File: src/rtl/return_stack_ctrl_pkg.sv
// Shared definitions for the return-stack controller: op encodings, FSM states, defaults.
package rstack_pkg;

    localparam int DEPTH_DEF = 64;
    localparam int WIDTH_DEF = 16;
    localparam int DEPTH_W   = 7;

    typedef enum logic [1:0] {
        OP_NOP     = 2'd0,
        OP_PUSH    = 2'd1,
        OP_REPLACE = 2'd2,
        OP_POP     = 2'd3
    } op_t;

    typedef enum logic [1:0] {
        ST_IDLE,
        ST_ISSUE,
        ST_DONE,
        ST_FLUSH
    } state_t;

endpackage

File: src/rtl/return_stack_ctrl_if.sv
// Bus between the requesters, the controller and the return_stack storage.
interface return_stack_ctrl_if #(
    parameter int WIDTH = rstack_pkg::WIDTH_DEF
);
    // Handshake: a port presents req=1 with a non-zero op and holds it until gnt;
    // gnt marks the single issue cycle, done follows one cycle later with rdata valid.
    logic                           req0, req1;
    logic [1:0]                     op0, op1;
    logic [WIDTH-1:0]               w0, w1;
    logic                           gnt0, gnt1, done0, done1;
    logic [WIDTH-1:0]               rdata;
    logic                           flush, flush_done;
    logic [1:0]                     stackOP;
    logic [WIDTH-1:0]               w, a, b;
    logic [rstack_pkg::DEPTH_W-1:0] depth;
    logic                           ovf, unf;

    modport master (
        output req0, req1, op0, op1, w0, w1, flush, a, b,
        input  gnt0, gnt1, done0, done1, rdata, flush_done, stackOP, w, depth, ovf, unf
    );

    modport slave (
        input  req0, req1, op0, op1, w0, w1, flush, a, b,
        output gnt0, gnt1, done0, done1, rdata, flush_done, stackOP, w, depth, ovf, unf
    );

endinterface

File: src/rtl/return_stack_ctrl_arb.sv
// Two-port round-robin arbiter: on a tie the port not granted last wins.
module rr_arb2 (
    input  logic       clk_i,
    input  logic       rst_i,
    input  logic [1:0] req_i,
    input  logic       accept_i,
    output logic [1:0] grant_o
);
    logic last_q;  // 1: port 1 was granted most recently

    always_comb begin
        grant_o = req_i;
        if (req_i == 2'b11) begin
            grant_o = last_q ? 2'b01 : 2'b10;
        end
    end

    always_ff @(posedge clk_i) begin
        if (rst_i) begin
            last_q <= 1'b1;
        end else if (accept_i) begin
            last_q <= grant_o[1];
        end
    end

endmodule

File: src/rtl/return_stack_ctrl.sv
// Return-stack controller: arbitrates CALL/RET and >R/R> ports, drives stack ops, flushes.
// Optional macro RSTACK_GUARD_EN suppresses overflowing PUSH / underflowing POP and sets ovf/unf.
module return_stack_ctrl
    import rstack_pkg::*;
#(
    parameter int DEPTH = DEPTH_DEF,
    parameter int WIDTH = WIDTH_DEF
) (
    input  logic               CLK,
    input  logic               reset,
    return_stack_ctrl_if.slave bus,
    output state_t             state_dbg_o
);
    localparam logic [DEPTH_W-1:0] FULL_LVL = DEPTH_W'(DEPTH);

    state_t             state_q, state_d;
    op_t                op_q, stack_op;
    logic               win_q;
    logic [WIDTH-1:0]   w_q, rdata_q, w_out;
    logic [DEPTH_W-1:0] depth_q, depth_d;
    logic               ovf_q, unf_q, flush_pend_q;
    logic [1:0]         valid, grant, gnt, done;
    logic               accept, flush_req, full, empty, block_push, block_pop, flush_done;

    assign valid     = {bus.req1 && (bus.op1 != 2'd0), bus.req0 && (bus.op0 != 2'd0)};
    assign flush_req = bus.flush || flush_pend_q;
    assign accept    = (state_q == ST_IDLE) && !flush_req && (|valid);
    assign full      = (depth_q == FULL_LVL);
    assign empty     = (depth_q == '0);

`ifdef RSTACK_GUARD_EN
    assign block_push = (op_q == OP_PUSH) && full;
    assign block_pop  = (op_q == OP_POP) && empty;
`else
    assign block_push = 1'b0;
    assign block_pop  = 1'b0;
`endif

    rr_arb2 u_arb (
        .clk_i   (CLK),
        .rst_i   (reset),
        .req_i   (valid),
        .accept_i(accept),
        .grant_o (grant)
    );

    always_comb begin
        state_d    = state_q;
        depth_d    = depth_q;
        stack_op   = OP_NOP;
        w_out      = '0;
        gnt        = 2'b00;
        done       = 2'b00;
        flush_done = 1'b0;
        case (state_q)
            ST_IDLE: begin
                if (flush_req) begin
                    state_d = ST_FLUSH;
                end else if (|valid) begin
                    state_d = ST_ISSUE;
                end
            end
            ST_ISSUE: begin
                state_d    = ST_DONE;
                gnt[win_q] = 1'b1;
                w_out      = w_q;
                if (!(block_push || block_pop)) begin
                    stack_op = op_q;
                end
                if (op_q == OP_PUSH && !full) begin
                    depth_d = depth_q + DEPTH_W'(1);
                end else if (op_q == OP_POP && !empty) begin
                    depth_d = depth_q - DEPTH_W'(1);
                end
            end
            ST_DONE: begin
                state_d     = ST_IDLE;
                done[win_q] = 1'b1;
            end
            ST_FLUSH: begin
                if (empty) begin
                    flush_done = 1'b1;
                    state_d    = ST_IDLE;
                end else begin
                    stack_op = OP_POP;
                    depth_d  = depth_q - DEPTH_W'(1);
                end
            end
            default: state_d = ST_IDLE;
        endcase
        // Reset kills the in-flight op this very cycle, not one cycle later.
        if (reset) begin
            stack_op   = OP_NOP;
            gnt        = 2'b00;
            done       = 2'b00;
            flush_done = 1'b0;
        end
    end

    always_ff @(posedge CLK) begin
        if (reset) begin
            state_q      <= ST_IDLE;
            depth_q      <= '0;
            op_q         <= OP_NOP;
            win_q        <= 1'b0;
            w_q          <= '0;
            rdata_q      <= '0;
            ovf_q        <= 1'b0;
            unf_q        <= 1'b0;
            flush_pend_q <= 1'b0;
        end else begin
            state_q <= state_d;
            depth_q <= depth_d;
            if (accept) begin
                win_q <= grant[1];
                op_q  <= op_t'(grant[1] ? bus.op1 : bus.op0);
                w_q   <= grant[1] ? bus.w1 : bus.w0;
            end
            if (state_q == ST_ISSUE) begin
                rdata_q <= bus.a;
                if (block_push) ovf_q <= 1'b1;
                if (block_pop)  unf_q <= 1'b1;
            end
            if (bus.flush && (state_q == ST_ISSUE || state_q == ST_DONE)) begin
                flush_pend_q <= 1'b1;
            end else if (state_q == ST_IDLE && flush_req) begin
                flush_pend_q <= 1'b0;
            end
        end
    end

    assign bus.gnt0       = gnt[0];
    assign bus.gnt1       = gnt[1];
    assign bus.done0      = done[0];
    assign bus.done1      = done[1];
    assign bus.rdata      = rdata_q;
    assign bus.flush_done = flush_done;
    assign bus.stackOP    = stack_op;
    assign bus.w          = w_out;
    assign bus.depth      = depth_q;
    assign bus.ovf        = ovf_q;
    assign bus.unf        = unf_q;
    assign state_dbg_o    = state_q;

endmodule
File: src/flat_wrapper.sv
// flat-port wrapper written by rule: the top's interface ports become plain ports
module return_stack_ctrl_flat import rstack_pkg::*;
#(
    parameter int DEPTH = DEPTH_DEF,
    parameter int WIDTH = WIDTH_DEF
)
  (CLK, reset, state_dbg_o, bus_req0, bus_req1, bus_op0, bus_op1, bus_w0, bus_w1, bus_flush, bus_a, bus_b, bus_gnt0, bus_gnt1, bus_done0, bus_done1, bus_rdata, bus_flush_done, bus_stackOP, bus_w, bus_depth, bus_ovf, bus_unf);
  return_stack_ctrl_if #(.WIDTH(WIDTH)) bus_i ();
  input  logic CLK;
  input  logic reset;
  output state_t state_dbg_o;
  input wire logic [$bits(bus_i.req0)-1:0] bus_req0;
  input wire logic [$bits(bus_i.req1)-1:0] bus_req1;
  input wire logic [$bits(bus_i.op0)-1:0] bus_op0;
  input wire logic [$bits(bus_i.op1)-1:0] bus_op1;
  input wire logic [$bits(bus_i.w0)-1:0] bus_w0;
  input wire logic [$bits(bus_i.w1)-1:0] bus_w1;
  input wire logic [$bits(bus_i.flush)-1:0] bus_flush;
  input wire logic [$bits(bus_i.a)-1:0] bus_a;
  input wire logic [$bits(bus_i.b)-1:0] bus_b;
  output wire logic [$bits(bus_i.gnt0)-1:0] bus_gnt0;
  output wire logic [$bits(bus_i.gnt1)-1:0] bus_gnt1;
  output wire logic [$bits(bus_i.done0)-1:0] bus_done0;
  output wire logic [$bits(bus_i.done1)-1:0] bus_done1;
  output wire logic [$bits(bus_i.rdata)-1:0] bus_rdata;
  output wire logic [$bits(bus_i.flush_done)-1:0] bus_flush_done;
  output wire logic [$bits(bus_i.stackOP)-1:0] bus_stackOP;
  output wire logic [$bits(bus_i.w)-1:0] bus_w;
  output wire logic [$bits(bus_i.depth)-1:0] bus_depth;
  output wire logic [$bits(bus_i.ovf)-1:0] bus_ovf;
  output wire logic [$bits(bus_i.unf)-1:0] bus_unf;
  assign bus_i.req0 = bus_req0;
  assign bus_i.req1 = bus_req1;
  assign bus_i.op0 = bus_op0;
  assign bus_i.op1 = bus_op1;
  assign bus_i.w0 = bus_w0;
  assign bus_i.w1 = bus_w1;
  assign bus_i.flush = bus_flush;
  assign bus_i.a = bus_a;
  assign bus_i.b = bus_b;
  assign bus_gnt0 = bus_i.gnt0;
  assign bus_gnt1 = bus_i.gnt1;
  assign bus_done0 = bus_i.done0;
  assign bus_done1 = bus_i.done1;
  assign bus_rdata = bus_i.rdata;
  assign bus_flush_done = bus_i.flush_done;
  assign bus_stackOP = bus_i.stackOP;
  assign bus_w = bus_i.w;
  assign bus_depth = bus_i.depth;
  assign bus_ovf = bus_i.ovf;
  assign bus_unf = bus_i.unf;
  return_stack_ctrl #(.DEPTH(DEPTH), .WIDTH(WIDTH)) u_core (.CLK(CLK), .reset(reset), .bus(bus_i), .state_dbg_o(state_dbg_o));
endmodule
File: config.mk
export PLATFORM = sky130hd
export DESIGN_NAME = return_stack_ctrl_flat
export DESIGN_NICKNAME = d
export VERILOG_FILES = /design/src/rtl/return_stack_ctrl_pkg.sv /design/src/rtl/return_stack_ctrl_if.sv /design/src/rtl/return_stack_ctrl_arb.sv /design/src/rtl/return_stack_ctrl.sv /design/src/flat_wrapper.sv
export SDC_FILE = /design/constraint.sdc
export NUM_CORES = 1
export LEC_CHECK = 0
export CAP_MARGIN = 20
export CORE_UTILIZATION = 43
export DETAILED_ROUTE_END_ITERATION = 6
export PLACE_DENSITY = 0.86
export SYNTH_ARGS = -nofsm -noshare
export SYNTH_HDL_FRONTEND = slang
export SYNTH_SLANG_ARGS = --single-unit
File: constraint.sdc
create_clock -name CLK -period 6.5 [get_ports CLK]
set_clock_uncertainty 0.05 [all_clocks]
set_input_delay 0.65 -clock CLK [delete_from_list [all_inputs] [get_ports CLK]]
set_output_delay 0.65 -clock CLK [all_outputs]
set_load 0.01 [all_outputs]
### Word-level counts from Yosys, hierarchy flattened

Cells that the tools add are included.
Widths: inputs -> output; s select.

* bits in registers: 46
* word-level logic and storage cells: 73

* add/subtract/negate cells: 2
* magnitude comparators: 2
* equal/unequal tests: 11
* muxes and demuxes: 27
* reductions and logical operators: 23

Operators with widths (count)
* $mux 16: 2
* $mux 2: 12
* $mux 7: 3
* $pmux 7 s2: 1
* $logic_and 1x1->1: 9
* $eq 2x2->1 const B: 4
* $pmux 2 s4: 1
* $reduce_bool 2->1: 4
* $add 7x1->7 const B: 1
* $eq 7x7->1 const B: 1
* $logic_not 7->1: 1
* $sub 7x1->7 const B: 1
* $mux 1: 6
* $eq 2x1->1 const B: 2
* $pmux 2 s2: 1
* $logic_not 1->1: 3
* $ne 3x1->1 const B: 1
* $ne 3x2->1 const B: 1
* $reduce_and 3->1: 1
* $logic_not 2->1: 1
* $logic_or 1x1->1: 2
* $lt 1x2->1 const B: 1
* $ne 2x1->1 const B: 1
* $ne 2x2->1 const B: 1
* other kinds (4): 4

### Logic depth before layout (Yosys ltp)

Gate-level depths: netlist of run 1.

* depth in word-level cells: 6
* mapped depth: 8
* depth with buffers taken out: 7

### Hierarchy

From an unflattened synthesis of run 1, not the netlist that was laid out.

* cells, all modules: 263
* area total of the unflattened synthesis: 2356.0 um^2

Modules (own cells, without submodules)
* return_stack_ctrl: times used 1, cells an instance 257, area each 2302.2 um^2
* rr_arb2: times used 1, cells an instance 6, area each 53.8 um^2

### Worst setup path before layout of run 1

OpenSTA, ideal clock, no wires.

* kind: flip-flop to output port
* start: register u_core.state_q[1], in the netlist u_core.state_dbg_o[1]
* end: output port bus_gnt0
* arrival time: 1600 ps
* data required time: 5800 ps
* path slack: 4200 ps
* cell stages (with the launch flop): 6
* path through: dfxtp_1 > inv_1 > ha_1 > buf_1 > clkbuf_1 > nor3b_1

* cells in the longest elaborated chain, start to end: 3

Ends and longest elaborated chain
* from (decl): line return_stack_ctrl.sv:16 `state_t state_q, state_d;`
* from (signal assigned): line return_stack_ctrl.sv:112 `state_q <= state_d;`
* $eq 2x1->1: line return_stack_ctrl.sv:55 `case (state_q)`
* $mux 2: line return_stack_ctrl.sv:55
* $mux 2: line return_stack_ctrl.sv:92 `if (reset) begin`
* to (decl): line flat_wrapper.sv:21 `output wire logic [$bits(bus_i.gnt0)-1:0] bus_gnt0;`

Every way passes these cells.

### Worst setup path in the final report of run 1

* start: register u_core.depth_q[2], in the netlist u_core.bus.depth[2]
* end: output port bus_flush_done

* cells in the longest elaborated chain, start to end: 4

Ends and longest elaborated chain
* from (decl): line return_stack_ctrl.sv:20 `logic [DEPTH_W-1:0] depth_q, depth_d;`
* from (signal assigned): line return_stack_ctrl.sv:113 `depth_q <= depth_d;`
* $logic_not 7->1: line return_stack_ctrl.sv:29 `assign empty = (depth_q == '0);`
* $mux 1: line return_stack_ctrl.sv:81 `if (empty) begin`
* $mux 1: line return_stack_ctrl.sv:55
* $mux 1: line return_stack_ctrl.sv:92
* to (decl): line flat_wrapper.sv:26 `output wire logic [$bits(bus_i.flush_done)-1:0] bus_flush_done;`

Every way passes these cells.

==> results of run 1 <==
## worst max path at each step
| stage | endpoint | depth (start not counted) |
|---|---|---|
| 4_1_cts | bus_flush_done | 3 |
| 5_1_grt | bus_gnt0 | 4 |
| 6_report | bus_flush_done | 3 |
| 3_5_place_dp | bus_gnt1 | 3 |
| 3_3_place_gp | u_core.w_q[11] | 5 |
| 2_1_floorplan | bus_gnt0 | 5 |
## logic make-up after synthesis
| kind of cell | share of synthesized area [%] |
|---|---|
| buffers and inverters | 4.60 |
| AND/OR/NAND/NOR | 20.7 |
| flip-flops | 38.9 |
| other | 0.159 |
| multiplexers | 18.2 |
| adder cells (fa/ha/maj) | 4.23 |
| AO/OA/AOI/OAI | 12.4 |
| XOR/XNOR | 0.741 |
## sequential cells by signal, summed over array words and instances (netlist names)
| register | flops |
|---|---|
| u_core.op_q | 2 |
| u_core.bus.depth | 7 |
| u_core.bus.rdata | 16 |
| u_core.u_arb.last_q | 1 |
| u_core.flush_pend_q | 1 |
| u_core.win_q | 1 |
| u_core.state_dbg_o | 2 |
| u_core.w_q | 16 |
## final cells by class
type | count | area [um2] | area share [%]
Clock buffer | 6 | 82.6 | 2.34
Clock inverter | 2 | 12.5 | 0.354
Inverter | 5 | 18.8 | 0.531
Multi-Input combinational cell | 191 | 1350 | 38.1
Sequential cell | 46 | 921 | 26.1
Tap cell | 70 | 87.6 | 2.48
Timing Repair Buffer | 107 | 1070 | 30.2
## per-stage QoR
stage	utilization (%)	power [mW]	hold WS (ps)
2_1_floorplan	-	0.832	386
3_3_place_gp	65.8	1.03	394
3_5_place_dp	66.1	1.05	403
4_1_cts	67.9	1.24	423
5_1_grt	67.9	1.32	443
6_report	67.9	1.24	421
## layout by cell type (no fill, tap or decap), types with 2 or more instances in the layout
cell,n
nand2b_1,2
nor2_1,48
clkbuf_8,6
mux2i_1,37
a21oi_1,6
nor3b_1,2
nand3b_1,2
clkdlybuf4s50_1,103
a21oi_2,5
conb_1,2
dfxtp_1,46
nand3_1,3
o21ai_0,3
nand4_1,3
a211oi_1,18
inv_1,5
a211o_1,2
nand2_1,7
nor2b_1,4
ha_1,8
o21ai_1,3
and3b_1,2
buf_4,2
and2_1,16
mux2_4,4
## power breakdown
part / switching [mW] / leakage (nW) / total, mW / internal [mW]
clock network: 0.101 / 0.0472 / 0.186 / 0.0856
registers: 0.0667 / 0.377 / 0.428 / 0.361
logic: 0.301 / 0.996 / 0.621 / 0.320
total: 0.469 / 1.42 / 1.24 / 0.767
## layer usage
metal  part of all wire, %  vias up  track usage [%]
li1                      -     1093                -
met1                    41     1002             22.6
met2                    51       78             37.3
met3                   5.9       13             5.51
met4                   2.4        0             9.42
met5                     0        -                0
==> results.md, run 1 <==
* Outcome: complete, no violations
* CTS resizes at 0
* Syn Std Cell Area at 2360 um2
* Final nets at 437
* Mean Syn Cell Area at 9.10 um2
* Port bufs at 104
* Num CTS Buffers at 5
* RSZ-0062 raised after global routing: false
* First-pass GRT wire length at 9670 um
* Share of cells above drive strength 1 at 6.72%
* Worst r2r src: u_core.state_dbg_o[1]
* Root Buffer: clkbuf_8
* Reg-to-reg slack, setup at 4200 ps
* Non-Filler Instances at 427
* Most common cell in the netlist: nor2_1
* Initial antenna violation count at 0
* Via count at 2186
* Die Y at 76.2 um
* Yosys warning count at 0
* Sequential area share after synthesis at 38.9%
* Drt pass-1 iters at 4
* CTS tree: built
* Gr usage total at 20.7%
* Core Rows at 26
* Clock-pin slew on the worst setup and hold paths at 90 ps
* Lkg Pwr at 1.42 nW
* Postcts setup bufs at 0
* Slew Viols, Final at 0
* DRT Wirelength at 5870 um
* Pwr/cell area at 350 nW/um2
* Pre-CTS WS at 3630 ps
* Chip width at 76.2 um
* Core Area at 5200 um2
* Slowest stage delay, CP at 680 ps
* Crit path max fanout at 10
* Critical Path AT at 2350 ps
* Setup_tns at 0 ps
* Hold path depth at 1
* Post-synth EDFFs at 0
* Placed cell areas at 3440 um2
* Area contributors post-synth: dfxtp_1 (39%), mux2i_1 (16%), nor2_1 (7.6%)
* 1st-iter DRT viols at 106
* CP delay by family, top: simple AND/OR/NAND/NOR gates
* Critical Path Start: u_core.bus.depth[2]
* Hold_buf cts at 0
* Vias in the first global route at 2125
* Worst ir drop on vdd at 0.219 mV
* WHS Endpoint: u_core.u_arb.last_q
* Vias/cell at 5.12
* Fraction of registers with async set/reset at 0%
* Synth Instances at 260
* Endpoints failing hold at 0
* Diodes inserted at 0
* Area of the die at 5800 um2
* GPL Wtd Cong at 0.798
* CP max-delay cell: or4_1
* Max_cap viols at 0
* Reg2Reg Depth at 6
* DP Wirelength at 4260 um
* CTS Sinks at 46
* Worst skew pair latency at 300 ps
* Slew HR at 34.3%
* Final critical-path required period at 3050 ps
* Most common flop cell mapped by yosys: dfxtp_1
* Largest net degree at the start of global routing at 58
* Min-Delay Startpoint: u_core.u_arb.last_q
* Cell taking the most area after synthesis: dfxtp_1
* Starting Density at 45.4%
* CP Launch Type: register
* Synth top area share at 38.9%
* Max clock buf depth at 2
* Worst path cell trace: or4_1, nor4b_1, clkdlybuf4s50_1
* Fmax at 0.328 GHz
* Worst Setup End Kind: output port
* Inst Count DP at 419
* WL per Instance at 13.8 um
* Layout Area Growth over Synthesis at 49.5%
* Top-Level Pins at 123
* CP Data Required Time at 5800 ps
* Congestion Overflow GR at 0
* Final-layout fill cell count at 442
* Post-synthesis register bit count at 46
* Worst setup path class: register to output port
* DRC errors left at 0
* Post-route setup slack at 3450 ps
* CP bufs+invs at 1
* Worst R2R End: u_core.bus.depth[2]
* CTS H-tree lvls at 2
* Yosys cell types at 41
* Design Area, Final at 3530 um2
* # setup viols final at 0
* Fin crit share at 46.9%
* Commonest cells in the netlist: nor2_1 (48), dfxtp_1 (46), mux2i_1 (37)
* Antenna viol nets, final at 0
* Hold Crit Class: register to register
* Worst-Margin Slew at 986 ps
No activity file was read; power rests on OpenSTA's default activity.
==> run 2, diff against run 1 <==
- CORE_UTILIZATION: 43 -> 40
- PLACE_DENSITY: 0.86 -> 0.81
- clock period: 6.5 -> 2.9 ns (I/O delays scaled with it)
==> run 2 against run 1 <==
Effect of this change: via count down 2.8%; global-route usage down 2.0 points; combinational power up 130%; critical endpoint unchanged; total power up 120%; largest power group unchanged; final area up 0.46%; critical path type unchanged.
==> results.md, run 2 (synthesis gave the netlist of run 1 again) <==
* Postcts setup bufs at 0 (unchanged)
* Hold_buf cts at 0 (unchanged)
* DP Wirelength at 4110 um (was 4260 um)
* Max_cap viols at 0 (unchanged)
* Fin crit share at 94.1%
* Pwr/cell area at 774 nW/um2 (was 350 nW/um2)
* Final nets at 440 (was 437)
* Layout Area Growth over Synthesis at 50.2% (was 49.5%)
* Met2 WL at 2790 um (was 2990 um)
* Core Area at 5610 um2 (was 5200 um2)
* Crit path max fanout at 10 (unchanged)
* 1st-iter DRT viols at 56 (was 106)
* GPL Wtd Cong at 0.814 (was 0.798)
* Die Y at 78.9 um (was 76.2 um)
* CP Launch Type: register (unchanged)
* RSZ-0062 raised after global routing: false (unchanged)
* CTS H-tree lvls at 2 (unchanged)
* Num CTS Buffers at 5 (unchanged)
* Worst Setup End Kind: output port (unchanged)
* Final core occ at 63.3% (was 67.9%)
* Hold Crit Class: register to register (unchanged)
* Initial antenna violation count at 0 (unchanged)
* Vias in the first global route at 2006 (was 2125)
* CTS Sinks at 46 (unchanged)
* Placed cell areas at 3460 um2 (was 3440 um2)
* Worst-Margin Slew at 942 ps (was 986 ps)
* Final critical-path required period at 2730 ps
* Share of cells above drive strength 1 at 7.50% (was 6.72%)
* Largest net degree at the start of global routing at 42 (was 58)
* CP Data Required Time at 2560 ps (was 5800 ps)
* Lkg Pwr at 1.43 nW (was 1.42 nW)
* Vias/cell at 4.92 (was 5.12)
* CTS resizes at 0 (unchanged)
* Non-Filler Instances at 432 (was 427)
* Worst ir drop on vdd at 0.344 mV (was 0.219 mV)
* WHS at 436 ps (was 421 ps)
* Outcome: complete, no violations (unchanged)
* Critical Path AT at 2390 ps (was 2350 ps)
* Drt pass-1 iters at 4 (unchanged)
* Slew Viols, Final at 0 (unchanged)
* Routed wl met3 at 271 um (was 346 um)
* Gr usage total at 18.7% (was 20.7%)
* Most frequent cells in the layout: clkdlybuf4s50_1 (103), nor2_1 (48), dfxtp_1 (46), mux2i_1 (37), a211oi_1 (18) (unchanged)
* Fmax at 0.366 GHz
* Congestion Overflow GR at 0 (unchanged)
* Root Buffer: clkbuf_8 (unchanged)
* Antenna viol nets, final at 0 (unchanged)
* Diodes inserted at 0 (unchanged)
* Top layer in use: met4 (unchanged)
* Area of the die at 6220 um2 (was 5800 um2)
* CTS tree: built (unchanged)
* Clock-pin slew on the worst setup and hold paths at 80 ps (was 90 ps)
* WL per Instance at 12.8 um (was 13.8 um)
* Chip width at 78.9 um (was 76.2 um)
* Worst skew pair latency at 300 ps (about the same)
* Slew HR at 37.2% (was 34.3%)
* Total chip power at 2.75 mW (was 1.24 mW)
* Port bufs at 104 (unchanged)
* Pre-CTS WS at 390 ps (was 3630 ps)
* First-pass GRT wire length at 9090 um (was 9670 um)
* Max clock buf depth at 2 (unchanged)
* Routed met1 length at 2390 um (about the same)
* Design Area, Final at 3550 um2 (was 3530 um2)
* Starting Density at 42.2% (was 45.4%)
* Commonest non-fill, non-tap cell in the layout: clkdlybuf4s50_1 (unchanged)
* Endpoints failing hold at 0 (unchanged)
* # setup viols final at 0 (unchanged)
* DRT Wirelength at 5530 um (was 5870 um)
* Setup_tns at 0 ps (unchanged)
* Top-Level Pins at 123 (unchanged)
* Via count at 2124 (was 2186)
* Post-route setup slack at 170 ps (was 3450 ps)
* Core Rows at 27 (was 26)
* DRC errors left at 0 (unchanged)
* Inst Count DP at 424 (was 419)
* Worst setup path class: register to output port (unchanged)
run 2: changes by cell type in the layout (fill, tap and decap cells not counted), sizes merged:
cell and delta:
buf +3, clkbuf +1, clkinvlp -1
run 2: area by class of cell:
class / count / area (um2)
fill: 499 / 2060
multi-input combinational: 191 / 1350
timing repair buffer: 110 / 1080
sequential: 46 / 921
tap: 72 / 90.1
clock buffer: 7 / 86.3
inverter: 5 / 18.8
clock inverter: 1 / 5.00
run 2: path summary, 6_finish.rpt:
kind	cells after the start	to	slack, ps	start
worst max-delay path	3	bus_flush_done	170	u_core.bus.depth[2]
worst min-delay path	2	u_core.flush_pend_q	440	u_core.flush_pend_q
worst max register to register	6	u_core.bus.depth[5]	610	u_core.state_dbg_o[0]
worst min register to register	2	u_core.flush_pend_q	440	u_core.flush_pend_q
run 2: routing by layer:
metal | GRT usage, % | up-vias
li1 | - | 1096
met1 | 21.0 | 971
met2 | 32.8 | 51
met3 | 4.48 | 6
met4 | 9.27 | 0
met5 | 0 | -
run 2: power breakdown:
group	internal (mW)	switching [mW]
Clock	0.192	0.208
Combinational	0.729	0.667
Sequential	0.809	0.143
run 2: worst max-delay path, stage by stage, from the launching register on:
cell and delay, ps:
dfxtp_1 390, or4_1 690, nor4b_1 410, clkdlybuf4s50_1 600
